## src/rtl/shifter_seq.sv

```systemverilog
// Multi-cycle shift/rotate unit: moves the operand one bit per clock under a
// start/done handshake, sharing the Op encoding of the combinational barrel shifter.
//
// state    | meaning
// ---------+-------------------------------------------------------------
// ST_IDLE  | waiting for start; Out holds the last result
// ST_SHIFT | shifting one bit per edge, cnt counts the remaining steps
// ST_DONE  | Out just updated; start may be accepted again this cycle
module shifter_seq #(
  parameter int WIDTH = 16,
  parameter int CNT_W = 4
) (
  input  logic             clk,
  input  logic             rst,
  input  logic             start,
  input  logic [WIDTH-1:0] In,
  input  logic [CNT_W-1:0] Cnt,
  input  logic [1:0]       Op,
  output logic [WIDTH-1:0] Out,
  output logic             busy,
  output logic             done
);

  typedef enum logic [1:0] {ST_IDLE, ST_SHIFT, ST_DONE} state_t;

  state_t             state, state_nxt;
  logic [WIDTH-1:0]   work, work_step;
  logic [CNT_W-1:0]   cnt;
  logic [1:0]         op;

  always_comb begin
    work_step = work;
    case (op)
      2'b00: work_step = {work[WIDTH-2:0], work[WIDTH-1]};
      2'b01: work_step = {work[WIDTH-2:0], 1'b0};
      2'b10: work_step = {work[WIDTH-1], work[WIDTH-1:1]};
      2'b11: work_step = {1'b0, work[WIDTH-1:1]};
      default: work_step = work;
    endcase
  end

  always_comb begin
    state_nxt = state;
    case (state)
      ST_IDLE, ST_DONE: begin
        if (start) state_nxt = (Cnt == '0) ? ST_DONE : ST_SHIFT;
        else       state_nxt = ST_IDLE;
      end
      ST_SHIFT: if (cnt == CNT_W'(1)) state_nxt = ST_DONE;
      default:  state_nxt = ST_IDLE;
    endcase
  end

  always_ff @(posedge clk or posedge rst) begin
    if (rst) begin
      state <= ST_IDLE;
      work  <= '0;
      cnt   <= '0;
      op    <= '0;
      Out   <= '0;
    end else begin
      state <= state_nxt;
      case (state)
        ST_IDLE, ST_DONE: begin
          if (start) begin
            work <= In;
            cnt  <= Cnt;
            op   <= Op;
            if (Cnt == '0) Out <= In;
          end
        end
        ST_SHIFT: begin
          work <= work_step;
          cnt  <= cnt - 1'b1;
          // Last step: publish the shifted value as it enters DONE.
          if (cnt == CNT_W'(1)) Out <= work_step;
        end
        default: ;
      endcase
    end
  end

  assign busy = (state == ST_SHIFT);
  assign done = (state == ST_DONE);

endmodule
```

## config.mk

```make
export PLATFORM = sky130hd
export DESIGN_NAME = shifter_seq
export DESIGN_NICKNAME = d
export VERILOG_FILES = /design/src/rtl/shifter_seq.sv
export SDC_FILE = /design/constraint.sdc
export NUM_CORES = 1
export LEC_CHECK = 0
export CORE_ASPECT_RATIO = 0.9
export CORE_MARGIN = 5
export CORE_UTILIZATION = 44
export CTS_CLUSTER_SIZE = 28
export DETAILED_ROUTE_END_ITERATION = 16
export DONT_BUFFER_PORTS = 1
export GPL_ROUTABILITY_DRIVEN = 0
export PLACE_DENSITY = 0.62
export SYNTH_ARGS = -nofsm -noshare
export SYNTH_HDL_FRONTEND = slang
export SYNTH_SLANG_ARGS = --single-unit
```

## constraint.sdc

```tcl
create_clock -name clk -period 2.1 [get_ports clk]
set_input_delay 0.21 -clock clk [delete_from_list [all_inputs] [get_ports clk]]
set_output_delay 0.21 -clock clk [all_outputs]
set_load 0.02 [all_outputs]
```

==> results by stage, run 1 <==
Clocking:
- In this run the deepest clock path goes through 2 buffers.
- Clock tree synthesis selected as its root buffer the cell clkbuf_8.
- The count of clock tree sinks is 40.
- The TritonCTS clock tree is built.
- The number of buffers added by the clock tree synthesis step is 5.
- After clock tree synthesis, the clock-pin slew on the worst setup and hold paths is 70 ps.
- The count of H-tree levels built during CTS is 2.
- The clock latency at the later pin of the worst-skew pair is 290 ps.
- After clock tree synthesis, the setup repair step added 0 buffers.
- The number of gates resized after CTS is 0.

Route:
- After detailed routing, the total wire length is 4.45 mm.
- The remaining routing DRC violations is 0.
- The wire length per cell is 17.3 um.
- The remaining antenna violation count after routing is 0.
- Before antenna repair, the detailed router went through 4 iterations.
- The number of violations reported at the end of detailed-routing iteration 0 is 124.
- For this block, the via count after detailed routing is 1386.
- The detail-routed via count per cell is 5.39.

Place:
- Timing analysis after detailed placement gives a worst setup slack of 279 ps.
- Port buffering added 0 buffers.
- Counting tap cells, the placed design contains a total of 248 instances.
- The HPWL after detailed placement is 3.17 mm.
- The placed instances occupy a cell area of 2140 um^2.

Global route:
- The via count of the first global-routing pass is 1460.
- The pin count of the biggest net entering global routing is 41.
- The global-route wire length before repair is 7.29 mm.
- Across every metal layer, demand over resource in global routing totals 15.8%.
- The initial antenna violation count was 0.
- For this run the aggregate overflow at the end of global routing stands at 0.

Floorplanning:
- The overall die width is 82.1 um.
- The die covers 6140 um^2.
- The vertical die dimension is 74.9 um.
- 43 I/O pins were placed.
- The initial utilization of the core area, before any placement, comes to 45.8%.
- The area of the core is 4490 um^2.
- The total number of placement rows is 23.

Yosys:
- Of the total synthesized cell area, the portion taken by XOR and XNOR cells is 0.852%.
- The number of distinct library cells after synthesis is 29.
- The post-synthesis cell count is 188.
- The share of flip-flops with an asynchronous set or reset is 100%.
- The flip-flop and latch count after synthesis is 40.
- The number of nets handed over by synthesis was 215.
- The fraction of synthesized area in multiplexers is 22.3%.
- In this run the mean area of a mapped cell was 10.9 um^2.
- The synthesized-area fraction occupied by ao, oa, aoi and oai cells is 10.3%.
- After synthesis, the largest family of logic cells by area is multiplexers.
- The count of flip-flops with a built-in enable after synthesis is 0.
- Yosys printed 0 warnings.
- The mapped netlist covers 2060 um^2.
- The simple-gate share of the synthesized area is 9.61%.
- Summing the areas of all fa, ha and maj instances in the mapped netlist gives 1.22% of the synthesized area.
- Summing the sequential cell areas from Yosys gives 48.7% of the chip area.
- Among all flip-flop cells after synthesis, the most frequent one is dfrtp_1.

STA:
- Adding up every negative setup slack in the final design gives 0 ps.
- Setup repair after global routing left no endpoint under its margin.
- The final critical path takes up 89.3% of the cycle.
- The max-slew headroom at the worst pin is 66.7%.
- Static timing analysis puts the maximum clock frequency at 533 MHz.
- The final worst slack is 224 ps.
- At the pin with the least slew margin, the transition time is 500 ps.
- The number of failing hold endpoints at the final stage is 0.
- The final setup skew is 6.14 ps.
- Setup violations remaining at the end of the flow were counted as 0.
- The count of final max-slew check failures is 0.
- The shortest period the worst path allows is 1880 ps.

Pwr:
- The static leakage is 1.01 nW.
- The largest vdd supply drop is 0.000636 V.
- The net load switching power is 1.60 mW.
- The fraction of power spent switching nets is 42.3%.
- The design draws 3.79 mW.
- Dividing total power by cell area gives a power density of 1690 nW/um^2.
- The internal power of the cells is 2.19 mW.
- The clock network fraction of total power is 13.6%.
- The power share of the sequential group is 45.0%.
- Of the total power, combinational logic draws 41.5%.

Critical path:
- The highest-delay cell along the critical path is dfrtp_1.
- The combined buffer and inverter count along the critical path is 3.
- The cell that appears most often on the critical path is buf_4.
- The largest driver fanout on the critical path is 10.
- The data required time of the critical path is 1890 ps.
- STA classifies the critical path startpoint as a flop.
- The worst setup path is captured at a primary output.
- The kind of critical path is flop to primary output.
- Traced cell by cell, the critical path runs through nand2b_1 > inv_1 > buf_4 > buf_4.
- The kind of cell with the highest combined delay on the critical path is buffers and inverters.
- On the worst path, the slowest cell contributes a delay of 460 ps.
- STA puts the critical path data arrival time at 1670 ps.

Finish:
- The fraction of layout instances using a drive strength above 1 is 16.9%.
- The antenna diode count is 0.
- The synthesis-to-finish area growth is 8.76%.
- Counting the fill cells in the layout gives 454.
- The number of cells in the finished layout apart from fillers is 257.
- Summing all non-filler instances in the final layout gives an area of 2240 um^2.
- The net count reported at finish is 221.

Run:
- The max-cap violation count is 0.

Hold path:
- The worst hold path belongs to the class primary input to flop.

Run status:
- The flow ran to the end, and the final reports show no timing, DRC or antenna violations.
-- worst paths after layout --
| check | from | to | slack, ps | depth (start not counted) |
|---|---|---|---|---|
| setup / recovery | state[1] | busy | 220 | 4 |
| hold / removal | Op[1] | op[1] | 30 | 2 |
| setup reg to reg | cnt[1] | Out[11] | 290 | 6 |
| hold reg to reg | work[0] | work[0] | 510 | 2 |
| max in group asynchronous | rst | Out[13] | 1260 | 3 |
| min in group asynchronous | rst | Out[8] | 490 | 3 |
-- placed cells by master, fill, tap and decap left out --
| cell type | n |
|---|---|
| clkbuf_8 | 6 |
| clkinv_4 | 1 |
| a211oi_1 | 4 |
| xnor2_1 | 1 |
| nor2_1 | 5 |
| mux2i_1 | 30 |
| nand2b_1 | 1 |
| dlygate4sd3_1 | 1 |
| o221ai_1 | 2 |
| nor3_1 | 1 |
| o21ai_0 | 15 |
| inv_1 | 19 |
| dfrtp_1 | 40 |
| a22o_2 | 1 |
| mux2_2 | 14 |
| xor2_1 | 1 |
| or2b_1 | 1 |
| a21oi_1 | 3 |
| clkbuf_1 | 2 |
| nor2b_1 | 6 |
| o31ai_1 | 4 |
| buf_4 | 9 |
| or3b_1 | 1 |
| nand2_1 | 4 |
| nor3b_1 | 1 |
| ha_1 | 2 |
| o22a_4 | 1 |
| a311oi_1 | 2 |
| nand3_1 | 16 |
| or4_4 | 1 |
-- repair_timing --
item,4_1_cts,5_1_grt
endpoints found under the hold margin,40,0
hold buffers,1,0
endpoints found under the setup margin,0,0
-- cells by family (layout without fill, tap and decap cells) --
group	after synthesis	after routing
multiplexers	44	44
adder cells (fa/ha/maj)	2	2
buffers and inverters	31	38
XOR/XNOR	2	2
AND/OR/NAND/NOR	37	37
AO/OA/AOI/OAI	32	32
flip-flops	40	40
-- synthesized netlist by cell type (2+ instances only) --
master    instances  area (um^2)
mux2_2           14          158
dfrtp_1          40         1000
nand3_1          16         80.1
o21ai_0          15         75.1
a21oi_1           3         15.0
nor2_1            5         18.8
nor2b_1           6         37.5
inv_1            19         71.3
o31ai_1           4         30.0
clkbuf_1          4         15.0
ha_1              2         25.0
nand2_1           4         15.0
buf_2             6         30.0
o221ai_1          2         17.5
mux2i_1          30          300
a311oi_1          2         17.5
a211oi_1          4         30.0
-- layout make-up --
cell class | count | area, um^2 | area share [%]
Tap cell | 62 | 77.6 | 3.47
Multi-Input combinational cell | 117 | 911 | 40.7
Clock buffer | 8 | 90.1 | 4.03
Inverter | 20 | 80.1 | 3.58
Sequential cell | 40 | 1000 | 44.7
Timing Repair Buffer | 10 | 77.6 | 3.47
-- through the flow --
stage	util (%)	hold WS [ps]
floorplan	-	315
global placement	47.6	260
detailed placement	47.6	263
CTS	49.8	14.9
global route	49.8	24.8
finish	49.8	25.5
-- power by group through the flow --
stage	sequential, mW	clock, mW	combinational (mW)
4_1_cts	1.71	0.538	1.59
5_1_grt	1.76	0.565	1.77
6_report	1.71	0.514	1.57
3_3_place_gp	1.71	0	1.53
3_5_place_dp	1.72	0	1.59
2_1_floorplan	1.57	0	1.32
-- registers in the layout, summed over array words and instances (netlist names) --
signal	flops
Out	16
work	16
op	2
state	2
cnt	4
-- per-layer routing --
metal  track usage (%)  vias up  part of all wire, %
li1                  -      668                    -
met1              21.7      673                   46
met2              24.0       41                   47
met3              4.67        4                  7.0
met4              5.54        0                 0.40
met5                 0        -                    0
Note: power is estimated with default switching activity, not from simulation.
==> inputs of run 2 (changes only) <==
--- a/config.mk
+++ b/config.mk
@@ -13,6 +13,7 @@
 export DONT_BUFFER_PORTS = 1
 export GPL_ROUTABILITY_DRIVEN = 0
 export PLACE_DENSITY = 0.62
+export SETUP_SLACK_MARGIN = 0.5
 export SYNTH_ARGS = -nofsm -noshare
 export SYNTH_HDL_FRONTEND = slang
 export SYNTH_SLANG_ARGS = --single-unit
==> results by stage, run 2 (synthesized netlist as in run 1, its figures left out) <==
Finish:
- The synthesis-to-finish area growth is 14.3% (was 8.76%).
- Top library cells by usage in the layout, fill and taps aside: dfrtp_1, mux2i_1, inv_1, nand3_1, o21ai_0 (unchanged).
- The most common library cell in the layout ignoring fill and taps is dfrtp_1 (unchanged).
- The number of cells in the finished layout apart from fillers is 261 (was 257).
- The net count reported at finish is 225 (was 221).
- The fraction of layout instances using a drive strength above 1 is 23.1% (was 16.9%).
- The utilization of the core after routing was 52.4% (was 49.8%).
- The antenna diode count came to 0 (unchanged).
- Largest regs: Out (16), work (16), cnt (4) (unchanged).

Pwr:
- The largest vdd supply drop is 0.000581 V (was 0.000636 V).
- The static leakage is 1.05 nW (was 1.01 nW).
- The total power density per cell area is 1720 nW/um^2 (was 1690 nW/um^2).
- The overall power consumption is 4.05 mW (was 3.79 mW).

Floorplanning:
- The top-level I/O count is 43 (unchanged).
- The area of the core is 4490 um^2 (unchanged).
- The vertical die dimension came to 74.9 um (unchanged).
- The total number of placement rows is 23 (unchanged).
- The overall die area is 6140 um^2 (unchanged).
- The initial cell density of the core is 45.8% (unchanged).
- The overall die width is 82.1 um (unchanged).

Place:
- The setup slack after placement is 312 ps (was 279 ps).
- The sum of net half-perimeters after detailed placement is 3.13 mm (was 3.17 mm).
- The placed cell count is 246 (was 248).
- The count of input and output buffers was 0 (unchanged).

Global route:
- The initial antenna violation count came to 0 (unchanged).
- The overall track demand over capacity in global routing is 17.3% (was 15.8%).
- The global-route wire length before repair is 7.93 mm (was 7.29 mm).
- The via count of the first global-routing pass is 1548 (was 1460).
- The pin count of the biggest net entering global routing is 41 (unchanged).
- The overflow left after global routing came to 0 (unchanged).

STA:
- The max-slew headroom at the worst pin is 66.1% (was 66.7%).
- The final worst slack is 445 ps (was 224 ps).
- The final setup skew came to 3.91 ps (was 6.14 ps).
- The fraction of the cycle the final worst path needs came to 78.8% (was 89.3%).
- Unrepaired setup endpoints after global routing: true (was false).
- The slew at the pin with the worst max-slew slack is 509 ps (was 500 ps).
- The total setup violations reported at the end of the flow is 0 (unchanged).
- The highest clock frequency the design can meet is 604 MHz (was 533 MHz).
- The count of final max-slew check failures is 0 (unchanged).
- The number of failing hold endpoints at the final stage is 0 (unchanged).
- The setup TNS after final layout came to 0 ps (unchanged).
- The shortest period the worst path allows is 1660 ps (was 1880 ps).

Route:
- The wire length per cell is 18.5 um (was 17.3 um).
- The first-pass iteration count of the detailed router is 4 (unchanged).
- The detail-routed via count per cell came to 5.49 (was 5.39).
- The remaining antenna violation count after routing came to 0 (unchanged).
- The number of vias after detailed routing is 1434 (was 1386).
- The remaining routing DRC violations was 0 (unchanged).
- The number of violations reported at the end of detailed-routing iteration 0 was 67 (was 124).
- The total length of routed wires is 4.83 mm (was 4.45 mm).

Critical path:
- The kind of critical path is flop to flop (was flop to primary output).
- The category of the worst setup path launch point is a flop (unchanged).
- The worst path arrival time is 1860 ps (was 1670 ps).
- The kind of end point of the critical path is a flop (was primary output).
- The data required time of the critical path is 2310 ps (was 1890 ps).
- The largest driver fanout on the critical path was 8 (was 10).

Run:
- The max-cap violation count is 0 (unchanged).

Clocking:
- The clock-pin slew on the worst setup and hold paths is 70 ps (about the same).
- The clock latency at the later pin of the worst-skew pair is 290 ps (about the same).
- The number of buffers added by the clock tree synthesis step is 5 (unchanged).
- The TritonCTS clock tree was built (unchanged).
- The count of clock tree sinks is 40 (unchanged).
- The count of H-tree levels built during CTS is 2 (unchanged).
- The maximum root-to-sink buffer count is 2 (unchanged).
- The cell at the root of the clock tree was clkbuf_8 (unchanged).

Hold path:
- The worst min-delay path class is primary input to flop (unchanged).

Run status:
- Status: finished clean (unchanged).
-- run 2: changes by cell type in the layout (fill, tap and decap cells not counted), sizes merged --
| cell | previous run | this run |
|---|---|---|
| bufbuf | 0 | 1 |
| buf | 9 | 11 |
| clkinv | 1 | 2 |
-- run 2: cell type report --
class | count | area [um^2]
sequential | 40 | 1000
inverter | 20 | 87.6
fill | 430 | 2140
tap | 62 | 77.6
clock buffer | 8 | 90.1
timing repair inverter | 1 | 16.3
timing repair buffer | 13 | 138
multi-input combinational | 117 | 937
-- run 2: report_power, final --
part	switching, mW	internal, mW
Combinational	0.927	0.905
Clock	0.258	0.268
Sequential	0.521	1.17
Total	1.71	2.34
-- run 2: critical path: stages, from the launching register on --
cell      delay, ps
dfrtp_1         410
inv_2            80
ha_4            110
or3b_4          370
o22a_4          300
clkinv_8        110
mux2i_1         190
-- run 2: through the flow --
stage	cell area (um^2)	hold slack, ps
finish	2350	33.0
CTS	2330	25.2
global placement	2120	257
global route	2350	22.7
detailed placement	2120	254
floorplan	2060	315
-- run 2: worst paths after layout --
| check | slack, ps | depth (start not counted) | endpoint | from |
|---|---|---|---|---|
| setup / recovery | 440 | 6 | Out[4] | cnt[1] |
| hold / removal | 30 | 2 | op[1] | Op[1] |
| setup reg to reg | 440 | 6 | Out[4] | cnt[1] |
| hold reg to reg | 510 | 1 | cnt[3] | cnt[3] |
| max in group asynchronous | 1240 | 3 | state[0] | rst |
| min in group asynchronous | 490 | 3 | Out[5] | rst |
-- run 2: routing by layer --
layer,part of all wire [%],global-route usage [%]
met1,45,22.7
met2,47,28.3
met3,5.8,4.78
met4,1.6,4.43
met5,0,0
-- run 2: what timing repair did --
action,CTS,global route
gates resized for setup,11,4
setup buffers,3,1
cloned,2,0
setup endpoints to repair,33,33
hold endpoints to repair,40,0
hold buffers,1,0
pin swaps,2,1
==> inputs of run 3 (changes only) <==
==> constraint.sdc (replaced) <==
create_clock -name clk -period 1.6 [get_ports clk]
set_input_delay 0.16 -clock clk [delete_from_list [all_inputs] [get_ports clk]]
set_output_delay 0.16 -clock clk [all_outputs]
set_load 0.02 [all_outputs]
==> results by stage, run 3 (synthesized netlist as in run 1, its figures left out) <==
STA:
- The setup TNS after final layout is -772 ps (was 0 ps).
- The max-slew headroom at the worst pin was 65.0% (was 66.1%).
- The shortest period the worst path allows is 1670 ps (was 1660 ps).
- The final setup skew is 5.18 ps (was 3.91 ps).
- The total setup violations reported at the end of the flow is 16 (was 0).
- The highest clock frequency the design can meet is 600 MHz (was 604 MHz).
- The slew at the pin with the worst max-slew slack is 525 ps (was 509 ps).
- The final worst slack is -67.5 ps (was 445 ps).
- The count of final max-slew check failures came to 0 (unchanged).
- The fraction of the cycle the final worst path needs came to 104% (was 78.8%).
- The number of failing hold endpoints at the final stage was 0 (unchanged).
- Unrepaired setup endpoints after global routing: true (unchanged).

Global route:
- The global-route wire length before repair was 9.07 mm (was 7.93 mm).
- The via count of the first global-routing pass is 1722 (was 1548).
- The initial antenna violation count came to 0 (unchanged).
- The overflow left after global routing was 0 (unchanged).
- The overall track demand over capacity in global routing is 20.2% (was 17.3%).
- The pin count of the biggest net entering global routing came to 41 (unchanged).

Clocking:
- The count of clock tree sinks is 40 (unchanged).
- The clock-pin slew on the worst setup and hold paths is 80 ps (was 70 ps).
- The clock latency at the later pin of the worst-skew pair is 300 ps (was 290 ps).
- The count of H-tree levels built during CTS is 2 (unchanged).
- The maximum root-to-sink buffer count is 2 (unchanged).
- The number of buffers added by the clock tree synthesis step was 5 (unchanged).
- The cell at the root of the clock tree was clkbuf_8 (unchanged).
- The TritonCTS clock tree is built (unchanged).

Pwr:
- The power share of the sequential group is 30.9% (was 41.8%).
- The fraction of power spent switching nets was 41.8% (was 42.1%).
- The clock network fraction of total power came to 8.6% (was 13.0%).
- The static leakage came to 1.33 nW (was 1.05 nW).
- The internal power of the cells is 4.35 mW (was 2.34 mW).
- The total power density per cell area is 2430 nW/um^2 (was 1720 nW/um^2).
- The combinational group share of total power is 60.5% (was 45.2%).
- The largest vdd supply drop was 0.00103 V (was 0.000581 V).
- The net load switching power is 3.13 mW (was 1.71 mW).

Finish:
- Top library cells by usage in the layout, fill and taps aside: dfrtp_1, buf_4, inv_1, mux2i_1 (was dfrtp_1, mux2i_1, inv_1, nand3_1, o21ai_0).
- The net count reported at finish came to 257 (was 225).
- The antenna diode count is 0 (unchanged).
- Largest regs: Out (16), work (16), cnt (4) (unchanged).
- The fraction of layout instances using a drive strength above 1 is 49.1% (was 23.1%).
- The utilization of the core after routing came to 68.7% (was 52.4%).
- The most common library cell in the layout ignoring fill and taps is dfrtp_1 (unchanged).
- The synthesis-to-finish area growth is 49.9% (was 14.3%).
- The filler cell count in the final layout was 320 (was 430).

Route:
- The detail-routed via count per cell is 5.73 (was 5.49).
- The first-pass iteration count of the detailed router is 4 (unchanged).
- The remaining antenna violation count after routing is 0 (unchanged).
- The number of vias after detailed routing came to 1672 (was 1434).
- The wire length per cell is 21.7 um (was 18.5 um).
- The remaining routing DRC violations is 0 (unchanged).
- The number of violations reported at the end of detailed-routing iteration 0 is 148 (was 67).
- The total length of routed wires is 6.35 mm (was 4.83 mm).

Floorplanning:
- The vertical die dimension is 74.9 um (unchanged).
- The overall die width is 82.1 um (unchanged).
- The top-level I/O count is 43 (unchanged).
- The overall die area is 6140 um^2 (unchanged).
- The area of the core is 4490 um^2 (unchanged).
- The initial cell density of the core came to 45.8% (unchanged).
- The total number of placement rows is 23 (unchanged).

Place:
- The sum of net half-perimeters after detailed placement is 3.26 mm (was 3.13 mm).
- The setup slack after placement is -99.2 ps (was 312 ps).
- The count of input and output buffers is 0 (unchanged).

Run:
- The max-cap violation count is 0 (unchanged).

Critical path:
- The largest driver fanout on the critical path came to 7 (was 8).
- The worst path arrival time is 1890 ps (was 1860 ps).
- The category of the worst setup path launch point is a flop (unchanged).
- The kind of critical path is flop to flop (unchanged).
- The kind of end point of the critical path is a flop (unchanged).
- The data required time of the critical path was 1820 ps (was 2310 ps).

Run status:
- The checks that failed: setup timing.
- Status: complete, but fails checks (was finished clean).

Hold path:
- The worst min-delay path class is primary input to flop (unchanged).
run 3: critical path, stage by stage (launching register included):
cell	delay [ps]
dfrtp_1	390
inv_2	80
ha_4	120
or3b_4	380
o22a_4	320
clkinv_4	130
mux2i_1	190
run 3: path summary, 6_finish.rpt:
check	start	end	slack, ps	cells past startpoint
worst max-delay path	cnt[1]	Out[14]	-70	6
worst min-delay path	In[9]	work[9]	50	2
worst max register to register	cnt[1]	Out[14]	-70	6
worst min register to register	work[14]	work[14]	550	2
max in group asynchronous	rst	op[1]	770	3
min in group asynchronous	rst	Out[7]	430	3
run 3: final cells by class:
class	instances	area [um^2]	area share, %
flip-flops and latches	40	1000	32.5
repair inverters	1	8.76	0.284
inverters	20	95.1	3.08
clock inverters	1	5.00	0.162
repair buffers	45	537	17.4
well taps	62	77.6	2.52
clock buffers	6	72.6	2.35
multi-input cells	117	1280	41.6
run 3: power by group through the flow:
stage	Sequential (mW)	Combinational [mW]	Clock, mW
6_report	2.31	4.53	0.644
5_1_grt	2.36	4.80	0.710
4_1_cts	2.27	3.50	0.653
3_5_place_dp	2.22	2.45	0
3_3_place_gp	2.19	2.33	0
2_1_floorplan	2.08	2.04	0
run 3: timing repair:
item	4_1_cts	5_1_grt
gates resized for setup	59	40
buffers inserted	12	13
hold buffers	3	0
gates cloned	4	0
endpoints found under the hold margin	42	0
setup endpoints to repair	41	42
pin swaps	5	13
run 3: metal layers:
| layer | up-vias | wire, um | track usage [%] |
|---|---|---|---|
| li1 | 742 | - | - |
| met1 | 838 | 2670 | 26.6 |
| met2 | 70 | 2970 | 33.0 |
| met3 | 22 | 465 | 4.43 |
| met4 | 0 | 239 | 7.20 |
| met5 | - | 0 | 0 |
run 3: stage by stage:
step	hold slack, ps	cells	area [um^2]	total power, mW
6_report	51.2	292	3080	7.48
4_1_cts	46.7	279	2740	6.42
2_1_floorplan	272	188	2180	4.12
3_5_place_dp	213	253	2250	4.66
3_3_place_gp	203	253	2250	4.52
5_1_grt	55.8	292	3080	7.87
